**config.mk**
```make
export PLATFORM = sky130hd
export DESIGN_NAME = bp_fe_fetch_buffer
export DESIGN_NICKNAME = d
export VERILOG_FILES = /design/src/rtl/bp_fe_pkg.sv /design/src/rtl/bp_fe_fetch_buffer_mem.sv /design/src/rtl/bp_fe_fetch_buffer.sv
export SDC_FILE = /design/constraint.sdc
export NUM_CORES = 1
export LEC_CHECK = 0
export CAP_MARGIN = 20
export CORE_MARGIN = 3
export CORE_UTILIZATION = 58
export DETAILED_ROUTE_END_ITERATION = 6
export GPL_TIMING_DRIVEN = 0
export PLACE_DENSITY = 0.84
export SYNTH_ARGS = -nofsm -noshare
export SYNTH_HDL_FRONTEND = slang
export SYNTH_SLANG_ARGS = --single-unit
```
**constraint.sdc**
```tcl
create_clock -name clk_i -period 18.35 [get_ports clk_i]
set_input_delay 2.7525 -clock clk_i [delete_from_list [all_inputs] [get_ports clk_i]]
set_output_delay 2.7525 -clock clk_i [all_outputs]
set_load 0.01 [all_outputs]
```
**src/rtl/bp_fe_pkg.sv**
```systemverilog
// Shared frontend types: the fetch-buffer entry declaration macro and default widths.
`define DECLARE_BP_FE_FETCH_BUFFER_ENTRY_S(vaddr_width_p, instr_width_p, branch_metadata_fwd_width_p) \
  typedef struct packed { \
    logic [vaddr_width_p-1:0]               pc; \
    logic [instr_width_p-1:0]               instr; \
    logic [branch_metadata_fwd_width_p-1:0] br_metadata; \
  } bp_fe_fetch_buffer_entry_s

package bp_fe_pkg;
  localparam int bp_fe_vaddr_width_gp               = 39;
  localparam int bp_fe_instr_width_gp               = 32;
  localparam int bp_fe_branch_metadata_fwd_width_gp = 36;
  localparam int bp_fe_fetch_buffer_els_gp          = 4;
endpackage

```
**src/rtl/bp_fe_fetch_buffer_mem.sv**
```systemverilog
// Fetch-buffer storage: els_p x width_p registers, one synchronous write port, one asynchronous read port.
module bp_fe_fetch_buffer_mem #(
  parameter int els_p   = 4,
  parameter int width_p = 8
) (
  input  logic                     clk_i,
  input  logic                     w_v_i,
  input  logic [$clog2(els_p)-1:0] w_addr_i,
  input  logic [width_p-1:0]       w_data_i,
  input  logic [$clog2(els_p)-1:0] r_addr_i,
  output logic [width_p-1:0]       r_data_o
);

  logic [width_p-1:0] r_mem [els_p];

  // Data carries no reset; validity is tracked entirely by the pointers.
  always_ff @(posedge clk_i) begin
    if (w_v_i) r_mem[w_addr_i] <= w_data_i;
  end

  assign r_data_o = r_mem[r_addr_i];

endmodule

```
**src/rtl/bp_fe_fetch_buffer.sv**
```systemverilog
// In-order fetch buffer (1-cycle latency; 0 with BP_FE_FETCH_BUFFER_BYPASS_EN); fetches arriving when full
// are dropped and flagged on replay_v_o; flush_i discards everything, backend drains via valid-yumi.
module bp_fe_fetch_buffer
  import bp_fe_pkg::*;
#(
  parameter int vaddr_width_p               = bp_fe_vaddr_width_gp,
  parameter int instr_width_p               = bp_fe_instr_width_gp,
  parameter int branch_metadata_fwd_width_p = bp_fe_branch_metadata_fwd_width_gp,
  parameter int els_p                       = bp_fe_fetch_buffer_els_gp
) (
  input  logic                                   clk_i,
  input  logic                                   reset_i,
  input  logic                                   fetch_v_i,
  input  logic [vaddr_width_p-1:0]               fetch_pc_i,
  input  logic [instr_width_p-1:0]               fetch_instr_i,
  input  logic [branch_metadata_fwd_width_p-1:0] fetch_br_metadata_i,
  output logic                                   replay_v_o,
  input  logic                                   flush_i,
  output logic                                   fe_v_o,
  output logic [vaddr_width_p-1:0]               fe_pc_o,
  output logic [instr_width_p-1:0]               fe_instr_o,
  output logic [branch_metadata_fwd_width_p-1:0] fe_br_metadata_o,
  input  logic                                   fe_yumi_i,
  output logic [$clog2(els_p+1)-1:0]             count_o
);

  localparam int addr_width_lp  = $clog2(els_p);
  localparam int ptr_width_lp   = addr_width_lp + 1;
  localparam int count_width_lp = $clog2(els_p+1);

  `DECLARE_BP_FE_FETCH_BUFFER_ENTRY_S(vaddr_width_p, instr_width_p, branch_metadata_fwd_width_p);
  localparam int entry_width_lp = $bits(bp_fe_fetch_buffer_entry_s);

  logic [ptr_width_lp-1:0]    r_wptr, r_rptr;
  logic [ptr_width_lp-1:0]    w_count;
  logic                       w_full, w_empty, w_bypass, w_enq, w_deq;
  bp_fe_fetch_buffer_entry_s  w_fetch_entry, w_head_entry, w_out_entry;

  assign w_fetch_entry.pc          = fetch_pc_i;
  assign w_fetch_entry.instr       = fetch_instr_i;
  assign w_fetch_entry.br_metadata = fetch_br_metadata_i;

  // The extra wrap bit makes the plain difference distinguish full from empty.
  assign w_count = r_wptr - r_rptr;
  assign w_full  = (w_count == ptr_width_lp'(els_p));
  assign w_empty = (w_count == '0);

`ifdef BP_FE_FETCH_BUFFER_BYPASS_EN
  assign w_bypass    = w_empty & fetch_v_i & ~flush_i;
  assign w_out_entry = w_bypass ? w_fetch_entry : w_head_entry;
`else
  assign w_bypass    = 1'b0;
  assign w_out_entry = w_head_entry;
`endif

  // A bypassed packet consumed in the same cycle never touches storage.
  assign w_enq = fetch_v_i & ~flush_i & ~w_full & ~(w_bypass & fe_yumi_i);
  assign w_deq = fe_yumi_i & ~flush_i & ~w_empty;

  assign replay_v_o       = fetch_v_i & ~flush_i & w_full;
  assign fe_v_o           = ~w_empty | w_bypass;
  assign fe_pc_o          = w_out_entry.pc;
  assign fe_instr_o       = w_out_entry.instr;
  assign fe_br_metadata_o = w_out_entry.br_metadata;
  assign count_o          = count_width_lp'(w_count);

  always_ff @(posedge clk_i or posedge reset_i) begin
    if (reset_i) begin
      r_wptr <= '0;
      r_rptr <= '0;
    end else if (flush_i) begin
      r_wptr <= '0;
      r_rptr <= '0;
    end else begin
      if (w_enq) r_wptr <= r_wptr + 1'b1;
      if (w_deq) r_rptr <= r_rptr + 1'b1;
    end
  end

  bp_fe_fetch_buffer_mem #(
    .els_p   (els_p),
    .width_p (entry_width_lp)
  ) u_mem (
    .clk_i    (clk_i),
    .w_v_i    (w_enq),
    .w_addr_i (r_wptr[addr_width_lp-1:0]),
    .w_data_i (w_fetch_entry),
    .r_addr_i (r_rptr[addr_width_lp-1:0]),
    .r_data_o (w_head_entry)
  );

`ifndef SYNTHESIS
  a_yumi_needs_valid: assert property (@(posedge clk_i) disable iff (reset_i) fe_yumi_i |-> fe_v_o);
`endif

endmodule

```
==> results.rst, run 1 <==
.. list-table::
   :header-rows: 1

   * - Metric
     - Value
   * - Total die area
     - 29,430 µm²
   * - Area of the placeable core
     - 26,500 µm²
   * - GRT Residual Overflow
     - 0
   * - Per-cell via count in the routed design
     - 5.930
   * - Number of routed nets with antenna violations
     - 0
   * - Critical Path Max Stage Delay
     - 0.61 ns
   * - Kind of cell adding the most delay to the critical path
     - buffers and inverters
   * - Width of the die
     - 171.6 µm
   * - Ys Warns
     - 0
   * - Number of buffers and inverters on the critical path
     - 3
   * - Flip-flop and latch count after synthesis
     - 434
   * - Worst slew pin tran
     - 1.044 ns
   * - H-tree depth
     - 2
   * - Required time at the endpoint of the critical path
     - 15.60 ns
   * - Crit path DAT
     - 4.57 ns
   * - Number of diodes
     - 0
   * - # Post-CTS Setup Buffers
     - 0
   * - Cells resized by post-CTS repair
     - 0
   * - Starting utilization of the core area
     - 59.99%
   * - Net switching power
     - 0.6754 mW
   * - Maximum number of pins on one net before global-route repair
     - 15
   * - Vertical die dimension
     - 171.6 µm
   * - Proportion of layout cells with a drive suffix above 1
     - 24.45%
   * - GP Congestion
     - 0.7051
   * - Power density over the cells
     - 133.0 nW/µm²
   * - Final Routed Wirelength
     - 33,010 µm
   * - Avg Inst Size Synth
     - 25.98 µm²
   * - Critical Path Start Type
     - input port
   * - Routed wire per std cell
     - 25.55 µm
   * - Buffers added on ports
     - 223
   * - First-pass GRT wire length
     - 50,430 µm
   * - Final count of hold timing violations
     - 0
   * - Kind of capture point of the worst setup path
     - primary output
   * - Net count after synthesis
     - 731
   * - Number of core rows
     - 59
   * - Final critical delay including setup and external delays
     - 7.324 ns
   * - Post-route DRC
     - 0
   * - Class of the tightest hold or removal check
     - flip-flop to flip-flop
   * - Leading cell type in the layout, fill and taps excluded
     - edfxtp_1
   * - Boundary Pins
     - 224
   * - TritonCTS clock tree
     - yes
   * - Max Fanout on Critical Path
     - 10
   * - Netlist area before placement
     - 15,900 µm²
   * - Post-DP HPWL
     - 22,170 µm
   * - Post-synthesis sequential area ratio
     - 81.79%
   * - Sw Ratio
     - 24.81%
   * - Clock latency reported for the late side of the worst-skew pair
     - 0.53 ns
   * - Final worst path period share
     - 39.91%
   * - Static power due to leakage
     - 6.633 nW
   * - Clock power share
     - 30.8%
   * - Clock slew seen by the registers of the worst setup and hold paths
     - 0.06 ns
   * - Vias
     - 7,662
   * - Max-slew headroom
     - 30.10%
   * - Root buffer cell
     - clkbuf_16
   * - Signed area change from the synthesized netlist to the final layout
     - 28.73%
   * - Cell variety after synth
     - 27
   * - Cell with the most instances on the worst path
     - clkdlybuf4s50_1
   * - RSZ-0062 raised after global routing
     - no
   * - TritonRoute pass-1 iters
     - 5
   * - Total of endpoints with negative setup slack in the final report
     - 0
   * - Setup TNS Final
     - 0 ns
   * - Peak supply drop
     - 0.1035 mV
   * - Vias in the first global route
     - 8,272
   * - Final hold slack
     - 0.6096 ns
   * - Max Cap Violations
     - 0
   * - Hold-fix buffers at CTS
     - 0
   * - Number of buffers created by CTS
     - 43
   * - Sequential share of power
     - 43.8%
   * - Total power
     - 2.723 mW
   * - Final number of max-transition violations
     - 0
   * - P_int
     - 2.047 mW
   * - Commonest cells after routing, fill and taps aside
     - edfxtp_1, clkdlybuf4s50_1, mux4_2
   * - Clock Sinks
     - 434
   * - CTS Buffer Depth
     - 3
   * - Worst-path cell with the longest stage delay
     - clkdlybuf4s50_1
   * - Post-synthesis instance total
     - 612
   * - Antenna violations before repair
     - 1
   * - Layout Nets
     - 1,045
   * - Type of the worst setup path
     - input port to primary output
   * - Gate power share
     - 25.4%
   * - Post-route clock skew
     - 0.01318 ns
   * - Aggregate global-route resource usage
     - 23.12%
   * - DRT iter0 DRCs
     - 639
   * - Max Fclk
     - 136.5 MHz
   * - Outcome
     - complete, no violations
   * - Cell breakdown of the critical path
     - clkdlybuf4s50_1 > clkbuf_1 > nor4b_1 > clkdlybuf4s50_1
   * - Fill cell count
     - 1,337
-- kinds of logic after synthesis --
logic type / count (synthesis) / synth area share [%]
DFF: 434 / 81.79
muxes: 113 / 15.59
buffers and inverters: 32 / 0.9130
and+or+nand+nor: 20 / 0.7162
adders and majority gates: 7 / 0.5981
AOI/OAI and AO/OA: 5 / 0.2440
xor gates and xnor gates: 1 / 0.1495
-- cell type report --
class,instances,area [µm²],share of cell area [%]
flip-flops and latches,434,13000,63.53
repair buffers,269,2784,13.60
clock buffers,56,1145,5.594
plain buffers,25,118.9,0.5808
inverters,7,26.28,0.1284
clock inverters,20,200.2,0.9782
well taps,335,419.2,2.048
multi-input cells,146,2770,13.54
-- power by group through the flow --
stage,registers [mW],logic (mW),clock network [mW]
2_1_floorplan,1.22,0.341,0
3_3_place_gp,1.24,0.657,0
3_5_place_dp,1.21,0.697,0
4_1_cts,1.19,0.706,0.854
5_1_grt,1.20,0.737,0.892
6_report,1.19,0.692,0.839
-- per-stage QoR --
stage / worst slack [ns] / utilization (%) / instance area (µm²) / std cells
floorplan: 6.875 / - / 15900 / 612
global placement: 0.5187 / 69.99 / 18550 / 1170
detailed placement: 11.01 / 72.15 / 19120 / 1216
CTS: 11.01 / 77.22 / 20470 / 1292
global route: 10.93 / 77.22 / 20470 / 1292
finish: 11.03 / 77.22 / 20470 / 1292
-- metal layers --
metal | share of wire, % | track usage [%] | wire (µm) | up-vias
met5 | 0.039 | 0 | 13 | -
met4 | 2.3 | 6.473 | 772 | 2
met3 | 5.9 | 4.597 | 1953 | 56
met2 | 54 | 40.71 | 17880 | 297
met1 | 38 | 29.88 | 12400 | 4035
li1 | - | - | - | 3272
-- Yosys cell counts (all sizes together) --
master / n / area, µm²
a31oi: 2 / 18.77
buf: 17 / 88.83
clkbuf: 8 / 30.03
dfrtp: 6 / 150.1
edfxtp: 428 / 12850
fa: 1 / 20.02
ha: 6 / 75.07
inv: 7 / 26.28
mux2: 4 / 48.79
mux2i: 2 / 20.02
mux4: 107 / 2410
nand2: 2 / 7.510
nand2b: 4 / 25.02
nand3: 1 / 5.000
nor2: 5 / 18.77
nor2b: 3 / 18.77
nor3b: 4 / 30.03
nor4b: 1 / 8.760
o211ai: 1 / 7.510
o21a: 1 / 7.510
o21ai: 1 / 5.000
xnor3: 1 / 23.77
-- path summary, 6_finish.rpt --
| path | start | to | slack, ns | cells past startpoint |
|---|---|---|---|---|
| max | flush_i | replay_v_o | 11.03 | 4 |
| min | r_wptr[1] | r_wptr[1] | 0.61 | 2 |
| max reg2reg | r_wptr[0] | u_mem.r_mem[3][95] | 14.64 | 10 |
| min reg2reg | r_wptr[1] | r_wptr[1] | 0.61 | 2 |
| max in group asynchronous | reset_i | r_rptr[1] | 15.67 | 2 |
| min in group asynchronous | reset_i | r_wptr[0] | 2.46 | 2 |
-- sequential cells by signal, indices dropped and copies added, names as in the netlist --
register and flops:
u_mem.r_mem 428, r_rptr 3, r_wptr 3
-- worst min-delay path, stage by stage (launching register included) --
cell and delay (ns):
dfrtp_1 0.42, nand2b_1 0.09, mux2i_1 0.06
No activity file was read; power rests on OpenSTA's default activity.
==> run 2, diff against run 1 <==
CORE_UTILIZATION = 54   (was 58)
PLACE_DENSITY = 0.79   (was 0.84)
clock period = 7.3 ns   (was 18.35 ns; I/O delays follow)
==> results.rst, run 2 (synthesis gave the netlist of run 1 again) <==
.. list-table::
   :header-rows: 1

   * - Metric
     - Value
   * - Outcome
     - complete, no violations
   * - Routed wire per std cell
     - 23.47 µm
   * - Signed area change from the synthesized netlist to the final layout
     - 28.57%
   * - Required time at the endpoint of the critical path
     - 6.20 ns
   * - Buffers added on ports
     - 223
   * - Largest register FFs
     - 428
   * - Hold Startpoint
     - r_wptr[1]
   * - TritonRoute pass-1 iters
     - 4
   * - Aggregate global-route resource usage
     - 20.41%
   * - Post-route clock skew
     - 0.01006 ns
   * - Root buffer cell
     - clkbuf_16
   * - Post-DP HPWL
     - 21,670 µm
   * - Final worst path period share
     - 56.14%
   * - Cells on worst reg2reg path
     - 10
   * - Worst r2r src
     - r_wptr[0]
   * - Post-route DRC
     - 0
   * - Crit path DAT
     - 3.00 ns
   * - Area of the placeable core
     - 28,860 µm²
   * - Clock latency reported for the late side of the worst-skew pair
     - 0.52 ns
   * - Total power
     - 6.705 mW
   * - Antenna violations before repair
     - 1
   * - Largest registers
     - u_mem.r_mem (428), r_rptr (3), r_wptr (3)
   * - Number of buffers created by CTS
     - 43
   * - Vias in the first global route
     - 8,181
   * - GP Congestion
     - 0.7392
   * - Clock Sinks
     - 434
   * - H-tree depth
     - 2
   * - Crit Reg-Reg Endpoint
     - u_mem.r_mem[3][58]
   * - Vertical die dimension
     - 177.6 µm
   * - Pre-CTS setup slack
     - 3.262 ns
   * - Max Fanout on Critical Path
     - 10
   * - Largest reg by FF count
     - u_mem.r_mem
   * - Vias
     - 7,505
   * - Number of routed nets with antenna violations
     - 0
   * - Hold-fix buffers at CTS
     - 0
   * - Boundary Pins
     - 224
   * - Final critical delay including setup and external delays
     - 4.098 ns
   * - # Post-CTS Setup Buffers
     - 0
   * - Hold Path End
     - r_wptr[1]
   * - Max-slew headroom
     - 42.28%
   * - Critical Path Start Type
     - input port
   * - RSZ-0062 raised after global routing
     - no
   * - Clock slew seen by the registers of the worst setup and hold paths
     - 0.06 ns
   * - Static power due to leakage
     - 6.594 nW
   * - Number of core rows
     - 62
   * - Kind of capture point of the worst setup path
     - primary output
   * - Max Cap Violations
     - 0
   * - DRT iter0 DRCs
     - 502
   * - TritonCTS clock tree
     - yes
   * - Proportion of layout cells with a drive suffix above 1
     - 24.40%
   * - Final hold slack
     - 0.6635 ns
   * - Slack of the worst reg-to-reg path
     - 3.75 ns
   * - Final design utilization
     - 70.83%
   * - Per-cell via count in the routed design
     - 5.601
   * - Setup ws final
     - 3.202 ns
   * - Power density over the cells
     - 328.0 nW/µm²
   * - Final count of hold timing violations
     - 0
   * - Total die area
     - 31,530 µm²
   * - Worst slew pin tran
     - 0.8621 ns
   * - Final number of max-transition violations
     - 0
   * - Setup TNS Final
     - 0 ns
   * - First-pass GRT wire length
     - 48,180 µm
   * - Leading cell type in the layout, fill and taps excluded
     - edfxtp_1
   * - Cells resized by post-CTS repair
     - 0
   * - Width of the die
     - 177.6 µm
   * - Maximum number of pins on one net before global-route repair
     - 15
   * - Starting utilization of the core area
     - 55.09%
   * - Layout Nets
     - 1,046
   * - Commonest cells after routing, fill and taps aside
     - edfxtp_1, clkdlybuf4s50_1, mux4_2
   * - Type of the worst setup path
     - input port to primary output
   * - Final Routed Wirelength
     - 31,440 µm
   * - Peak supply drop
     - 0.2220 mV
   * - Class of the tightest hold or removal check
     - flip-flop to flip-flop
   * - CTS Buffer Depth
     - 3
   * - Total of endpoints with negative setup slack in the final report
     - 0
   * - Hold path depth
     - 2
   * - Max Fclk
     - 244.0 MHz
   * - GRT Residual Overflow
     - 0
## run 2: cell types whose count changed in the layout (fill, tap and decap cells not counted), sizes merged
cell | previous run | this run
clkbuf | 64 | 61
clkinv | 13 | 16
bufinv | 4 | 2
inv | 10 | 8
buf | 63 | 64
clkinvlp | 0 | 1
diode | 0 | 1
## run 2: worst max path at each step
stage	start	to	slack (ns)	depth (start not counted)
after floorplan	r_wptr[0]	u_mem.r_mem[0][0]	-2.68	6
after global placement	flush_i	u_mem.r_mem[0][55]	-9.05	3
after detailed placement	flush_i	replay_v_o	3.26	4
after CTS	flush_i	replay_v_o	3.19	4
after global routing	r_wptr[0]	replay_v_o	3.11	6
final	flush_i	replay_v_o	3.20	4
## run 2: cell type report
class | instances | area, µm²
Antenna cell | 1 | 2.502
Buffer | 25 | 118.9
Clock buffer | 53 | 1114
Clock inverter | 20 | 145.1
Fill cell | 1697 | 8418
Inverter | 7 | 26.28
Multi-Input combinational cell | 146 | 2770
Sequential cell | 434 | 13000
Tap cell | 384 | 480.5
Timing Repair Buffer | 270 | 2780
## run 2: power by group
part / leakage [nW] / internal [mW] / total (mW) / switching [mW]
clock: 0.616 / 1.15 / 1.99 / 0.839
sequential: 3.97 / 2.95 / 2.99 / 0.0441
combinational: 2.01 / 0.953 / 1.73 / 0.777
total: 6.59 / 5.05 / 6.70 / 1.66
## run 2: metal layers
layer  track usage, %  part of all wire [%]
met5                0                 0.041
met4            4.974                   1.8
met3            5.605                   7.5
met2            34.81                    53
met1            26.47                    38
## run 2: through the flow
step,instance area (µm²),cells
final,20440,1340
after global routing,20440,1339
after CTS,20440,1339
after detailed placement,19180,1266
after global placement,18610,1219
after floorplan,15900,612
## run 2: critical path, stage by stage
cell and delay [ns]:
clkdlybuf4s50_1 0.56, clkbuf_1 0.33, nor4b_1 0.41, clkdlybuf4s50_1 0.61
==> run 3, diff against run 2 <==
clock period = 3.95 ns   (was 7.3 ns; I/O delays follow)
==> results.rst, run 3 (synthesis gave the netlist of run 1 again) <==
.. list-table::
   :header-rows: 1

   * - Metric
     - Value
   * - Outcome
     - complete, no violations
   * - Cell breakdown of the critical path
     - buf_2 > buf_4 > buf_4 > mux4_2 > clkdlybuf4s50_1
   * - Largest registers
     - u_mem.r_mem (428), r_rptr (3), r_wptr (3)
   * - Vias in the first global route
     - 8,044
   * - Width of the die
     - 177.6 µm
   * - TritonCTS clock tree
     - yes
   * - Number of buffers created by CTS
     - 43
   * - TritonRoute pass-1 iters
     - 5
   * - Signed area change from the synthesized netlist to the final layout
     - 30.42%
   * - Final critical delay including setup and external delays
     - 3.493 ns
   * - Hold-fix buffers at CTS
     - 0
   * - Setup TNS Final
     - 0 ns
   * - Max Fanout on Critical Path
     - 10
   * - # Post-CTS Setup Buffers
     - 0
   * - Peak supply drop
     - 0.5275 mV
   * - Fill cell count
     - 1,687
   * - Non-filler instance count after layout
     - 1,330
   * - Sw Ratio
     - 24.46%
   * - Max Fclk
     - 286.3 MHz
   * - Largest reg by FF count
     - u_mem.r_mem
   * - Net switching power
     - 3.130 mW
   * - Max-slew headroom
     - 32.02%
   * - Boundary Pins
     - 224
   * - Area of the placeable core
     - 28,860 µm²
   * - Commonest cells after routing, fill and taps aside
     - edfxtp_1, clkdlybuf4s50_1, mux4_2
   * - Clock power share
     - 31.2%
   * - Setup ws final
     - 0.4566 ns
   * - Clock Sinks
     - 434
   * - Vias
     - 7,400
   * - Final worst path period share
     - 88.44%
   * - Root buffer cell
     - clkbuf_16
   * - Total of endpoints with negative setup slack in the final report
     - 0
   * - Worst slew pin tran
     - 1.019 ns
   * - Sequential share of power
     - 43.2%
   * - Critical Path Start Type
     - flip-flop
   * - Total die area
     - 31,530 µm²
   * - Clock latency reported for the late side of the worst-skew pair
     - 0.52 ns
   * - Post-route DRC
     - 0
   * - Gate power share
     - 25.6%
   * - Routed wire per std cell
     - 23.08 µm
   * - Type of the worst setup path
     - flip-flop to primary output
   * - Static power due to leakage
     - 6.670 nW
   * - Vertical die dimension
     - 177.6 µm
   * - Leading cell type in the layout, fill and taps excluded
     - edfxtp_1
   * - DRT iter0 DRCs
     - 586
   * - Post-route clock skew
     - 0.009557 ns
   * - Largest register FFs
     - 428
   * - Clock slew seen by the registers of the worst setup and hold paths
     - 0.06 ns
   * - GRT Residual Overflow
     - 0
   * - Proportion of layout cells with a drive suffix above 1
     - 24.13%
   * - Cell with the most instances on the worst path
     - buf_4
   * - Power density over the cells
     - 617.1 nW/µm²
   * - CTS Buffer Depth
     - 3
   * - Kind of cell adding the most delay to the critical path
     - buffers and inverters
   * - Total power
     - 12.79 mW
   * - Layout Nets
     - 1,030
   * - Number of core rows
     - 62
   * - H-tree depth
     - 2
   * - Count of placed standard cells including taps
     - 1,250
   * - Final design utilization
     - 71.85%
   * - Final hold slack
     - 0.3037 ns
   * - Starting utilization of the core area
     - 55.09%
   * - Per-cell via count in the routed design
     - 5.564
   * - Max Cap Violations
     - 0
   * - Number of buffers and inverters on the critical path
     - 4
   * - Cell area after layout
     - 20,730 µm²
   * - Maximum number of pins on one net before global-route repair
     - 19
   * - Buffers added on ports
     - 223
   * - FF/Latch Area
     - 13,000 µm²
   * - GP Congestion
     - 0.7068
   * - Crit path DAT
     - 2.90 ns
   * - Critical Path Max Stage Delay
     - 0.55 ns
   * - Cells resized by post-CTS repair
     - 0
   * - Number of routed nets with antenna violations
     - 0
   * - Kind of capture point of the worst setup path
     - primary output
   * - First-pass GRT wire length
     - 47,270 µm
   * - Antenna violations before repair
     - 1
   * - Final number of max-transition violations
     - 0
   * - Final count of hold timing violations
     - 0
   * - Class of the tightest hold or removal check
     - input port to asynchronous set/reset pin
   * - Final Routed Wirelength
     - 30,700 µm
   * - Pre-CTS setup slack
     - 0.4527 ns
   * - P_int
     - 9.664 mW
   * - Aggregate global-route resource usage
     - 19.98%
   * - Worst-path cell with the longest stage delay
     - mux4_2
   * - Multi-input logic area
     - 2824 µm²
   * - Post-DP HPWL
     - 20,900 µm
   * - Post-detailed-placement cell area
     - 19,320 µm²
   * - Required time at the endpoint of the critical path
     - 3.36 ns
   * - RSZ-0062 raised after global routing
     - no
run 3: cell types whose count changed in the layout (fill, tap and decap cells not counted), moves of 3 or more:
cell       before  now
clkinv_1        9   13
buf_6          42    0
nor3b_4         0    4
clkbuf_1       18   14
buf_16          0   14
buf_8           5   17
bufinv_16       2    5
nor3b_2         4    0
run 3: metal layers:
metal | GRT usage (%) | part of all wire, % | vias up
li1 | - | - | 3243
met1 | 26.84 | 40 | 3885
met2 | 33.51 | 51 | 224
met3 | 4.429 | 6.3 | 48
met4 | 5.661 | 2.5 | 0
met5 | 0 | 0 | -
run 3: power groups by stage:
stage,Combinational (mW),Clock (mW),Sequential [mW]
after detailed placement,3.31,0,5.62
after global placement,3.11,0,5.66
after CTS,3.35,4.07,5.53
after floorplan,1.63,0,5.62
after global routing,3.49,4.27,5.55
final,3.27,4.00,5.53
run 3: path summary, 6_finish.rpt:
kind | startpoint | endpoint | slack [ns] | cells past startpoint
worst max-delay path | r_rptr[0] | fe_pc_o[34] | 0.46 | 5
worst max register to register | r_wptr[0] | u_mem.r_mem[2][75] | 0.62 | 9
worst min-delay path | reset_i | r_wptr[1] | 0.30 | 2
min in group clk_i | r_wptr[1] | r_wptr[1] | 0.62 | 2
max in group asynchronous | reset_i | r_wptr[0] | 3.45 | 2
worst min register to register | r_wptr[1] | r_wptr[1] | 0.62 | 2
run 3: layout make-up:
| cell class | instances | share of cell area, % |
|---|---|---|
| flip-flops and latches | 434 | 62.71 |
| repair buffers | 254 | 13.86 |
| inverters | 7 | 0.1267 |
| multi-input cells | 146 | 13.62 |
| clock inverters | 28 | 1.243 |
| plain buffers | 25 | 0.5733 |
| well taps | 384 | 2.317 |
| diodes | 1 | 0.01207 |
| clock buffers | 51 | 5.540 |
